## src/rtl/jt49_pkg.sv

```systemverilog
// Shared state encoding, ramp opcodes and bias midpoint for jt49_dcadd.
package jt49_pkg;

    typedef enum logic [1:0] {
        IDLE = 2'd0,
        RISE = 2'd1,
        RUN  = 2'd2,
        FALL = 2'd3
    } state_t;

    typedef enum logic [2:0] {
        OP_HOLD,
        OP_CLR,
        OP_UP,
        OP_DN,
        OP_MID
    } op_t;

    function automatic int unsigned mid_val(input int sw, input int rw);
        return 32'd1 << (sw - 1 + rw);
    endfunction

endpackage

```

## src/rtl/jt49_dcadd_ramp.sv

```systemverilog
// Bias accumulator with clamped up/down ramping and end-of-ramp flags.
module jt49_dcadd_ramp
    import jt49_pkg::*;
#(
    parameter int sw    = 8,
    parameter int rw    = 10,
    parameter int RSTEP = 8
) (
    input  logic             clk,
    input  logic             rst,
    input  logic             cen,
    input  op_t              op,
    output logic [sw+rw-1:0] bnx,
    output logic             rise_done,
    output logic             fall_done
);

    localparam int          BW   = sw + rw;
    localparam int unsigned MIDI = mid_val(sw, rw);
    localparam logic [BW-1:0] MID  = MIDI[BW-1:0];
    localparam logic [BW:0]   STEP = (BW+1)'(RSTEP);

    logic [BW-1:0] bacc;
    logic [BW-1:0] up_v;
    logic [BW-1:0] dn_v;
    logic [BW:0]   up_s;

    always_comb begin
        up_s = {1'b0, bacc} + STEP;
        up_v = (up_s >= {1'b0, MID}) ? MID : up_s[BW-1:0];
        dn_v = ({1'b0, bacc} <= STEP) ? '0 : bacc - STEP[BW-1:0];
        rise_done = (up_v == MID);
        fall_done = (dn_v == '0);
    end

    always_comb begin
        bnx = bacc;
        unique case (op)
            OP_CLR:  bnx = '0;
            OP_UP:   bnx = up_v;
            OP_DN:   bnx = dn_v;
            OP_MID:  bnx = MID;
            default: bnx = bacc;
        endcase
    end

    always_ff @(posedge clk) begin
        if (rst)
            bacc <= '0;
        else if (cen)
            bacc <= bnx;
    end

endmodule

```

## src/rtl/jt49_dcadd.sv

```systemverilog
// DAC bias ramp: fades a midscale offset in/out around the audio path.
// Define JT49_DCADD_DITHER_EN for error-feedback rounding of the ramp.
module jt49_dcadd
    import jt49_pkg::*;
#(
    parameter int sw    = 8,
    parameter int rw    = 10,
    parameter int RSTEP = 8
) (
    input  logic                 clk,
    input  logic                 rst,
    input  logic                 cen,
    input  logic                 mute,
    input  logic signed [sw-1:0] din,
    output logic        [sw-1:0] dout,
    output logic                 ready
);

    localparam logic [sw:0] HALF = (sw+1)'(1) << (sw - 1);

    state_t           st;
    state_t           st_nx;
    op_t              op;
    logic [sw+rw-1:0] bnx;
    logic             rise_done;
    logic             fall_done;
    logic [sw:0]      rsum;
    logic [sw-1:0]    run_v;
    logic [sw-1:0]    ramp_v;
    logic [sw-1:0]    dnx;

    jt49_dcadd_ramp #(
        .sw   (sw),
        .rw   (rw),
        .RSTEP(RSTEP)
    ) u_ramp (
        .clk      (clk),
        .rst      (rst),
        .cen      (cen),
        .op       (op),
        .bnx      (bnx),
        .rise_done(rise_done),
        .fall_done(fall_done)
    );

    // Reversals hold bacc for one cen so the ramp turns without a jump.
    always_comb begin
        st_nx = st;
        op    = OP_HOLD;
        unique case (st)
            IDLE: begin
                op = OP_CLR;
                if (!mute) st_nx = RISE;
            end
            RISE: begin
                if (mute) begin
                    st_nx = FALL;
                end else begin
                    op = OP_UP;
                    if (rise_done) st_nx = RUN;
                end
            end
            RUN: begin
                op = OP_MID;
                if (mute) st_nx = FALL;
            end
            FALL: begin
                if (!mute) begin
                    st_nx = RISE;
                end else begin
                    op = OP_DN;
                    if (fall_done) st_nx = IDLE;
                end
            end
            default: st_nx = IDLE;
        endcase
    end

    always_comb begin
        rsum  = {din[sw-1], din} + HALF;
        run_v = rsum[sw] ? '0 : rsum[sw-1:0];
    end

`ifdef JT49_DCADD_DITHER_EN
    logic [rw-1:0]    err;
    logic [rw-1:0]    err_nx;
    logic [sw+rw-1:0] dsum;

    always_comb begin
        dsum   = bnx + {{sw{1'b0}}, err};
        ramp_v = dsum[sw+rw-1:rw];
        err_nx = (st_nx == RUN || st_nx == IDLE) ? '0 : dsum[rw-1:0];
    end

    always_ff @(posedge clk) begin
        if (rst)
            err <= '0;
        else if (cen)
            err <= err_nx;
    end
`else
    assign ramp_v = bnx[sw+rw-1:rw];
`endif

    always_comb begin
        dnx = ramp_v;
        if (st == RUN)
            dnx = run_v;
        else if (st == IDLE)
            dnx = '0;
    end

    always_ff @(posedge clk) begin
        if (rst) begin
            st    <= IDLE;
            dout  <= '0;
            ready <= 1'b0;
        end else if (cen) begin
            st    <= st_nx;
            dout  <= dnx;
            ready <= (st_nx == RUN);
        end
    end

endmodule

```

## config.mk

```make
export PLATFORM = sky130hd
export DESIGN_NAME = jt49_dcadd
export DESIGN_NICKNAME = d
export VERILOG_FILES = /design/src/rtl/jt49_pkg.sv /design/src/rtl/jt49_dcadd_ramp.sv /design/src/rtl/jt49_dcadd.sv
export SDC_FILE = /design/constraint.sdc
export NUM_CORES = 1
export LEC_CHECK = 0
export ABC_AREA = 1
export BUFFER_PORTS_ARGS = -buffer_cell sky130_fd_sc_hd__buf_2
export CAP_MARGIN = 20
export CORE_AREA = 8 8 79 81
export CTS_BUF_LIST = sky130_fd_sc_hd__clkbuf_8
export CTS_CLUSTER_DIAMETER = 100
export DETAILED_ROUTE_END_ITERATION = 7
export DIE_AREA = 0 0 87 89
export PLACE_DENSITY_LB_ADDON = 0.15
export SLEW_MARGIN = 20
export SYNTH_ARGS = -nofsm -noshare
export SYNTH_HDL_FRONTEND = slang
export SYNTH_HIERARCHICAL = 1
export SYNTH_SLANG_ARGS = --single-unit
```

## constraint.sdc

```tcl
create_clock -name clk -period 2.41 [get_ports clk]
set_input_delay 0.3615 -clock clk [delete_from_list [all_inputs] [get_ports clk]]
set_output_delay 0.3615 -clock clk [all_outputs]
set_load 0.02 [all_outputs]
```

; ---- Word-level counts from Yosys, hierarchy flattened
; Index checks and enable logic that the tools add are counted.
[classes]
order_cmp = 2
n_reduce_logical = 4
mux = 16
n_eq_ne = 9
n_addsub = 3
[ops]
columns = op, count
row1 = $pmux 18 s4, 1
row2 = $mux 18, 2
row3 = $mux 8, 3
row4 = $add 18x4->19 const B, 1
row5 = $ge 19x18->1 const B, 1
row6 = $eq 18x18->1 const B, 1
row7 = $le 18x4->1 const B, 1
row8 = $logic_not 18->1, 1
row9 = $sub 18x4->18 const B, 1
row10 = $mux 2, 8
row11 = $pmux 3 s4, 1
row12 = $add 9x8->9 const B, 1
row13 = $pmux 2 s4, 1
row14 = $eq 2x2->1 const B, 3
row15 = $eq 3x2->1 const B, 2
row16 = $reduce_bool 4->1, 1
row17 = $eq 3x1->1 const B, 1
row18 = $eq 3x3->1 const B, 1
row19 = $eq 2x1->1 const B, 1
row20 = $logic_not 2->1, 1
row21 = $reduce_and 2->1, 1
[word_totals]
out_inout_bits = 9
word_cells = 39
register_bits = 29
in_bits = 12

; ---- Depth between registers and ports, before layout
[depth]
word_depth = 8
ltp_mapped = 18
ltp_nobuf = 18

; ---- Hierarchy
; Netlist, hierarchy kept.
[modules_own_cells]
columns = module, area_each_um2, instances, cells_per_inst, seq_area_each_um2
row1 = jt49_dcadd_ramp, 2147.1, 1, 369, 360.3
row2 = jt49_dcadd, 531.8, 1, 82, 220.2

; ---- Worst setup path before layout
; Ideal clock, no wire load.
[synth_timing]
path_kind = register to register
startpoint = register u_ramp.bacc[3]
endpoint = register st[0]
stages_incl_launch_ff = 18
arrival_time_ns = 1.938
path_slack_ns = 0.356
required_ns = 2.294
cell_sequence = dfxtp_1 -> inv_1 -> ha_1 -> inv_1 -> nor3_1 -> nand3_1 -> nor2_1 -> nand3_1 -> nor2_1 -> nand3_1 -> a21oi_1 -> nand2_1 -> nand3_1 -> nand2_1 -> nor2_1 -> nand2_1 -> o211ai_1 -> inv_1
[synth_via]
word_cells_on_any_way = 13
classes_between = 2 x add/sub / 2 x order compare / 1 x eq/ne / 7 x mux / 1 x reduce/logical
[synth_rtl]
columns = element, line
row1 = start: declaration, jt49_dcadd_ramp.sv:23  ; logic [BW-1:0] bacc;
row2 = start signal: assignment, jt49_dcadd_ramp.sv:51  ; bacc <= bnx;
row3 = $sub 18x4->18 / $le 18x4->1 (equally long branches), jt49_dcadd_ramp.sv:31  ; dn_v = ({1'b0, bacc} <= STEP) ? '0 : bacc - STEP[BW-1:0];
row4 = $mux 18 *, jt49_dcadd_ramp.sv:31
row5 = $logic_not 18->1 *, jt49_dcadd_ramp.sv:33  ; fall_done = (dn_v == '0);
row6 = net fall_done, jt49_dcadd.sv:26  ; logic fall_done;
row7 = $mux 2 *, jt49_dcadd.sv:72  ; if (fall_done) st_nx = IDLE;
row8 = $mux 2 *, jt49_dcadd.sv:68  ; if (!mute) begin
row9 = $pmux 2 s4 *, jt49_dcadd.sv:50  ; unique case (st)
row10 = end signal: assignment, jt49_dcadd.sv:119  ; st <= st_nx;
row11 = end: declaration, jt49_dcadd.sv:21  ; state_t st;
; Mark *: on every way through the listed nets, which the timed path passes. The rest lies on a longest branch.
; A chain may end at the register's enable or synchronous reset.

; ---- Worst setup path in the final report
[layout_timing]
startpoint = register u_ramp.bacc[4]
endpoint = register st[0]
; The elaborated chain is that of the path after synthesis.

==> results by group <==
Route
  • Via density per instance: 5.48
  • Wire per inst: 14.6 microns
  • Remaining antenna violation count: 0
  • Routed wire length: 7800 microns
  • Vias: 2925
  • Initial DRC count: around 230
  • DRT Pass-1 Iters: 5
  • Drc violations: 0

Clock network
  • Clock Sinks: 29
  • Clock Latency Late Sink: 280 ps
  • CTS buffer count: 5
  • CTS tree: built
  • Resize count post-CTS: 0
  • Root buf cell: clkbuf_8
  • Hold Buf Count CTS: 0
  • Post-CTS setup buffers: 0
  • Clk pin slew, worst setup/hold paths: 70 ps
  • H-Tree Depth: 2
  • Max clock buf depth: 2

Timing
  • Max_slew headroom: between 50% and 60%
  • Shortest period the worst path allows: 2180 ps
  • Final Cycle Share: 90.4%
  • Sum of negative setup slack: 0 ps
  • Fin Hold WS: 315 ps
  • Clock skew: approximately 3.2 ps
  • Final hold vios: 0
  • Setup violations, final: 0
  • RSZ-0062 raised after global routing: false
  • Final Max Tran Viols: 0
  • Crit path setup slack, layout: between 200 and 250 ps
  • Slew at the pin closest to its max-slew limit: 624 ps
  • F_max: 0.459 GHz

Pwr
  • Logic pwr share: 28.9%
  • Switching share of power: 35.6%
  • Max IR drop VDD: 270 uV
  • Int Power: 0.989 mW
  • Pleak: around 1.5 nW
  • Seq pwr share: 35.2%
  • Clk pwr share: 35.9%
  • NetSw: 0.548 mW
  • PD cells: roughly 520 mW/mm^2

Finish
  • Final core occ: ~60%
  • ANT cells: 0
  • Share of cells above drive strength 1: roughly 18%
  • Final-stage net count: around 480
  • Area grow syn2layout: 12.5%
  • Most frequent cells in the layout: 123 x nand2_1, 54 x inv_1, 50 x nor2_1
  • Commonest non-fill, non-tap cell in the layout: nand2_1

Critical path
  • Data required, critical path: 2590 ps
  • CP arrival: 2360 ps
  • Crit path capture type: flop
  • Setup Crit Path Kind: flop to flop
  • Startpoint Class: flop
  • Largest fanout on the critical path: 5

Floorplan
  • Row cnt: 26
  • Io pins: 21
  • Die footprint: between 0.007 and 0.008 sq mm
  • Initial Utilization: between 50% and 60%
  • Core region area: 0.00498 sq mm
  • Die X: 87 microns
  • Die height: 89 microns

Logic synthesis
  • Mapped Avg Cell Area: 5.97 sq um
  • Post-Syn Area: 0.00263 sq mm
  • Post-Syn Instances: 441
  • Syn_nets: about 460
  • Yosys warns: 6

Placement
  • Final HPWL from detailed placement: 5890 microns
  • Port Buffer Count: 20
  • Setup WS pre-CTS: 144 ps
  • Routability cong.: 0.993

Status
  • Status: complete, no violations

Global routing
  • All-Layer GR Usage: 21.2%
  • Global route total overflow: 0
  • First-pass GRT wire length: 13000 microns
  • Initial antenna violation count: 0
  • Largest net degree at the start of global routing: 31
  • Vias in the first global route: 2659

Flow run
  • Max-Cap Viols: 0

Worst hold path
  • Hold WC Path Type: input port to flop
==> through the flow <==
stage,instance area (sq um),power (mW),cells
after detailed placement,2830,0.979,526
final,2960,1.54,534
after floorplan,2630,0.867,441
after global placement,2830,0.981,526
after global routing,2960,1.62,534
after CTS,2950,1.53,534
==> power by group through the flow <==
| stage | sequential (mW) | combinational [mW] | clock, mW |
|---|---|---|---|
| after floorplan | 0.544 | 0.323 | 0 |
| after global placement | 0.548 | 0.433 | 0 |
| after detailed placement | 0.549 | 0.430 | 0 |
| after CTS | 0.538 | 0.432 | 0.561 |
| after global routing | 0.544 | 0.497 | 0.584 |
| final | 0.540 | 0.445 | 0.552 |
==> registers in the layout, indices dropped and copies added, names as in the netlist <==
name,cells
u_ramp/bacc,18
dout,8
ready,1
st,2
==> area by class of cell <==
type / count / area, sq um
Clock inverter: 2 / 37.5
Fill cell: 490 / 2010
Sequential cell: 29 / 582
Timing Repair Buffer: 34 / 218
Clock buffer: 6 / 82.6
Multi-Input combinational cell: 335 / 1740
Tap cell: 70 / 87.6
Inverter: 58 / 218
==> metal layers <==
layer / track usage, % / vias up / wire length, microns
met5: 0 / - / 0
met4: 6.10 / 0 / 139
met3: 3.13 / 13 / 523
met2: 34.1 / 142 / 3430
met1: 28.5 / 1307 / 3710
li1: - / 1463 / -
==> final timing paths <==
check / start / cells past startpoint / slack, ps / to
setup / recovery: u_ramp/bacc[4] / 18 / 230 / st[0]
hold / removal: din[6] / 3 / 320 / dout[6]
setup reg to reg: u_ramp/bacc[4] / 18 / 230 / st[0]
hold reg to reg: ready / 2 / 470 / ready
==> critical path, cell delays in order (launching register included) <==
cell and delay (ps):
dfxtp_2 360, inv_1 90, ha_1 220, nand2_2 130
inv_2 70, nand2_1 100, nand2_1 60, nand2_1 80
nand3_1 90, nor2_1 120, nand3_1 100, a21oi_2 150
nand2_1 70, nand3_1 60, nand2_1 60, nor2_2 110
nand2_1 60, o211ai_1 90, inv_1 50
Note: power is estimated with default switching activity, not from simulation.
